===== config.mk =====
export PLATFORM = sky130hd
export DESIGN_NAME = pipe_stage_reg
export DESIGN_NICKNAME = d
export VERILOG_FILES = /design/src/rtl/pipe_stage_reg.sv
export SDC_FILE = /design/constraint.sdc
export NUM_CORES = 1
export LEC_CHECK = 0
export BUFFER_PORTS_ARGS = -buffer_cell sky130_fd_sc_hd__buf_2
export CORE_MARGIN = 4
export CORE_UTILIZATION = 45
export CTS_CLUSTER_DIAMETER = 50
export DETAILED_ROUTE_END_ITERATION = 16
export GPL_ROUTABILITY_DRIVEN = 0
export HOLD_SLACK_MARGIN = 0.05
export PLACE_DENSITY = 0.8
export SLEW_MARGIN = 15
export SYNTH_ARGS = -nofsm -noshare
export SYNTH_HDL_FRONTEND = slang
export SYNTH_SLANG_ARGS = --single-unit

===== constraint.sdc =====
create_clock -name clk -period 2.2 [get_ports clk]
set_clock_uncertainty 0.1 [all_clocks]
set_input_delay 0.22 -clock clk [delete_from_list [all_inputs] [get_ports clk]]
set_output_delay 0.22 -clock clk [all_outputs]
set_load 0.005 [all_outputs]

===== src/rtl/pipe_stage_reg.sv =====
// pipe_stage_reg: registered payload+valid between two pipeline stages.
// Handles the shared stall vector, flush, bubble insertion on an upstream-only
// stall, a scratch loop back to the producing stage for multi-cycle ops, and
// saturating stall/bubble counters.
//
// action  | condition (priority order)      | effect
// reset   | rst_n = 1 (active high)         | clear payload, scratch, counters
// flush   | flush = 1                       | payload -> NOP, scratch -> 0
// bubble  | up_stop & !dn_stop              | payload -> NOP, scratch loops, bubble_count++
// advance | !up_stop                        | payload <- input, scratch -> 0
// hold    | up_stop & dn_stop               | payload kept, scratch loops, stall_cycles++
module pipe_stage_reg #(
  parameter int                DATA_W    = 32,
  parameter int                SCRATCH_W = 66,
  parameter int                STALL_W   = 6,
  parameter int                STAGE     = 3,
  parameter logic [DATA_W-1:0] NOP_VAL   = {DATA_W{1'b0}},
  parameter int                CNT_W     = 16
) (
  input  logic                 clk,
  input  logic                 rst_n,
  input  logic [STALL_W-1:0]   stall,
  input  logic                 flush,
  input  logic                 in_valid,
  input  logic [DATA_W-1:0]    in_data,
  input  logic [SCRATCH_W-1:0] scratch_i,
  output logic                 out_valid,
  output logic [DATA_W-1:0]    out_data,
  output logic [SCRATCH_W-1:0] scratch_o,
  output logic [CNT_W-1:0]     stall_cycles,
  output logic [CNT_W-1:0]     bubble_count
);

  if (STAGE >= STALL_W || STAGE < 0 || DATA_W < 1 || SCRATCH_W < 1) begin : g_param_check
    $error("pipe_stage_reg: STAGE must be in 0..STALL_W-1 and widths must be >= 1");
  end

  // The stall vector is padded with a zero on top so the top stage sees no
  // downstream stall without needing a separate generate branch.
  logic [STALL_W:0] stall_ext;
  logic             up_stop;
  logic             dn_stop;

  assign stall_ext = {1'b0, stall};
  assign up_stop   = stall_ext[STAGE];
  assign dn_stop   = stall_ext[STAGE+1];

  // Payload, valid and scratch loop update, one action per cycle by priority.
  always_ff @(posedge clk) begin
    if (rst_n) begin
      out_valid <= 1'b0;
      out_data  <= NOP_VAL;
      scratch_o <= '0;
    end else if (flush) begin
      out_valid <= 1'b0;
      out_data  <= NOP_VAL;
      scratch_o <= '0;
    end else if (up_stop && !dn_stop) begin
      out_valid <= 1'b0;
      out_data  <= NOP_VAL;
      scratch_o <= scratch_i;
    end else if (!up_stop) begin
      // Also taken for the illegal up=0/dn=1 pattern: the stage still advances.
      out_valid <= in_valid;
      out_data  <= in_data;
      scratch_o <= '0;
    end else begin
      scratch_o <= scratch_i;
    end
  end

  // Saturating performance counters, cleared only by reset.
  always_ff @(posedge clk) begin
    if (rst_n) begin
      stall_cycles <= '0;
      bubble_count <= '0;
    end else if (!flush && up_stop) begin
      if (dn_stop) begin
        if (stall_cycles != {CNT_W{1'b1}}) stall_cycles <= stall_cycles + 1'b1;
      end else begin
        if (bubble_count != {CNT_W{1'b1}}) bubble_count <= bubble_count + 1'b1;
      end
    end
  end

endmodule


==> run summary <==
========================================================================================
Count of antenna-violating nets left after detailed routing ...............            0
Final core utilization ....................................................        0.773
Post-synth ARST share .....................................................            0
Clk network pwr share .....................................................        0.493
Layout-stage area growth over the synthesis result ........................        65.6%
Setup TNS .................................................................         0 ns
Launching element type of the critical path ...............................         flop
Number of post-CTS setup repair buffers ...................................            0
Setup slack after layout ..................................................     0.224 ns
Most common cell in the netlist ...........................................      dfxtp_1
Boundary pin count ........................................................          239
Clock-pin slew of the registers on the worst-case setup and hold paths ....      0.06 ns
Setup repair after global routing missed its margin .......................           no
Top area cells in the synthesized netlist ................................. dfxtp_1 57%, and2_1 9.1%, mux2i_1 7.2%
Portion of the clock cycle consumed by the worst path in the final layout .        0.898
Vias in the first global route ............................................         5151
Combined area of the multi-input logic cells ..............................   1880 sq um
Largest net degree at the start of global routing .........................           67
Run status ................................................................    completed
Final setup violation count ...............................................            0
Simple-gate portion of the synthesized area ...............................        0.252
Top cell type by total area after synthesis ...............................      dfxtp_1
Cells after synthesis .....................................................          447
Cell Rows .................................................................           36
Gate power share ..........................................................        0.082
# resized after CTS .......................................................            0
Peak supply drop ..........................................................   0.000508 V
Half-perimeter wire length after placement ................................      9910 um
Number of levels the H-tree was split into ................................            4
DRC .......................................................................            0
Total number of yosys warnings ............................................            0
Die height ................................................................       109 um
Place WS ..................................................................     0.236 ns
Number of different library cells in the post-synthesis netlist ...........           41
Number of sinks driven by the clock tree ..................................          131
Number of fill cells ......................................................          564
Most instantiated flip-flop cell in the synthesis netlist .................      dfxtp_1
CTS tree ..................................................................        built
Initial antenna violation count ...........................................            0
Total of flip-flops plus latches after synthesis ..........................          131
Post-synth net total ......................................................          557
Post-synth EDFFs ..........................................................            0
Number of failing hold endpoints at the final stage .......................            0
Area taken by flip-flops and latches ......................................   2620 sq um
Core area .................................................................   9860 sq um
Hold/Removal Path Class ................................................... primary input to flop
Initial standard-cell utilization of the core .............................        0.467
CTS buffer count ..........................................................           17
Share of synthesized area spent on multiplexers ...........................       0.0791
Area share of the largest cell type after synthesis .......................        0.570
Vias per cell .............................................................         5.21
Net count of the finished layout ..........................................          908
Drt total wl ..............................................................     17400 um
Fmax ......................................................................    0.506 GHz
Worst slew margin relative to its limit ...................................        0.679
Max-capacitance violation count ...........................................            0
Final routed wire length divided by cell count ............................      18.4 um
Adder-Cell Fraction of Synth Area .........................................      0.00543
DR pass1 iterations .......................................................            6
Critical-path maximum fanout ..............................................            6
XOR/XNOR share of the synthesized area ....................................      0.00380
Main combinational cell family by area after synthesis .................... simple AND/OR/NAND/NOR gates
Max-slew violations .......................................................            0
Iteration-0 DRC count of the detailed router ..............................          301
Tightest Pin Transition ...................................................     0.482 ns
Syn Std Cell Area .........................................................   4600 sq um
Clock insertion delay at the later pin of the skew report .................      0.51 ns
Critical path capture point type ..........................................         flop
Area enclosed by the die boundary .........................................  11900 sq um
First-pass GRT wire length ................................................     26600 um
Gr ovfl total .............................................................            0
Switching share of power ..................................................        0.229
Post-synthesis average cell area ..........................................   10.3 sq um
Clock period minus final worst setup slack ................................      1.98 ns
Static leakage power ......................................................      3.67 nW
Power per cell area .......................................................  755 nW/um^2
Proportion of layout cells with a drive suffix above 1 ....................        0.351
Vias ......................................................................         4920
Arrival time of data at the critical path endpoint ........................      2.28 ns
Cell internal power dissipation ...........................................    0.00444 W
Overall fraction of global-route tracks in use ............................        0.293
Maximum number of buffers from clock root to sink .........................            2
Compound-gate portion of the synthesized area .............................       0.0660
Net switching component of the power ......................................    0.00132 W
Type of the setup path with the least slack ............................... flop to flop
Clock root cell ...........................................................     clkbuf_8
Required time reported for the critical path endpoint .....................      2.50 ns
Buffers added on ports ....................................................          234
Fraction of the yosys area taken by sequential cells ......................        0.570
Most frequent cells after synthesis ....................................... 131 x dfxtp_1, 67 x and2_1, 42 x nor2_1
Die Width .................................................................       109 um
Relative contribution of sequential cells to total power ..................        0.425
========================================================================================
-- state kept, by name, summed over array words and instances (netlist names) --
register,flops
out_valid,1
scratch_o,66
out_data,32
bubble_count,16
stall_cycles,16
-- layer usage --
metal,track usage,share of wire
met3,0.0906,0.086
met5,0,0
met1,0.314,0.36
met4,0.159,0.051
met2,0.513,0.50
-- layout make-up --
class                      instances  share of cell area
antenna                            1            0.000328
clock buffer                      17              0.0543
clock inverter                    14              0.0238
inverter                           4             0.00197
multi-input combinational        290               0.247
sequential                       131               0.344
tap                              133              0.0218
timing repair buffer             354               0.307
-- path summary, 6_finish.rpt --
path	slack, ns	from	end	cells past startpoint
worst max-delay path	0.22	bubble_count[0]$_SDFFE_PP0P_	bubble_count[2]$_SDFFE_PP0P_	5
worst min-delay path	0.16	stall[3]	bubble_count[1]$_SDFFE_PP0P_	4
worst max register to register	0.22	bubble_count[0]$_SDFFE_PP0P_	bubble_count[2]$_SDFFE_PP0P_	5
worst min register to register	0.39	out_data[26]$_SDFFE_PP0N_	out_data[26]$_SDFFE_PP0N_	2
-- critical path, cell delays in order (launching register included) --
cell and delay, ns:
dfxtp_1 0.41, ha_1 0.25, nand4_1 0.21, or4_1 0.47
nand3_1 0.12, mux2_1 0.31
-- cells in the final DEF, fill, tap and decap left out, types with 3 or more instances in the layout --
cell type and n:
dlygate4sd3_1 108, nor2b_1 4, inv_1 4, clkinv_4 7, nand3_1 15, nand4_1 9, dfxtp_1 131, and2_1 67
mux2i_1 33, bufinv_16 3, nor3_1 6, o31ai_1 12, nand2_1 7, buf_2 234, or4_1 11, buf_4 12
and4_1 4, nor2_1 42, nor4_1 4, o21ai_0 11, or3_1 12, a21oi_1 23, clkbuf_16 16, and3_1 7
-- cells by family (layout without fill, tap and decap cells) --
family / after synthesis / in the layout
flops: 131 / 131
simple gates: 198 / 198
fa+ha+maj: 2 / 2
xor+xnor: 2 / 2
other cells: 0 / 1
mux: 36 / 36
compound gates: 52 / 52
buf+inv: 26 / 389
-- power groups by stage --
stage	Combinational (W)	Sequential, W	Clock, W
2_1_floorplan	0.000115	0.00250	0
3_3_place_gp	0.000282	0.00249	0
3_5_place_dp	0.000292	0.00249	0
4_1_cts	0.000441	0.00244	0.00284
5_1_grt	0.000504	0.00245	0.00296
6_report	0.000470	0.00245	0.00284
-- stage by stage --
step,area [sq um],std cells,hold WS (ns),power [W]
2_1_floorplan,4600,447,0.242,0.00262
3_3_place_gp,5940,804,0.319,0.00277
6_report,7620,944,0.161,0.00576
4_1_cts,7620,943,0.134,0.00573
5_1_grt,7620,943,0.164,0.00592
3_5_place_dp,5940,804,0.321,0.00279
-- what timing repair did --
action | in CTS | in global routing
hold buffers | 108 | 0
setup endpoints to repair | 0 | 0
endpoints found under the hold margin | 110 | 0
Note: power is estimated with default switching activity, not from simulation.
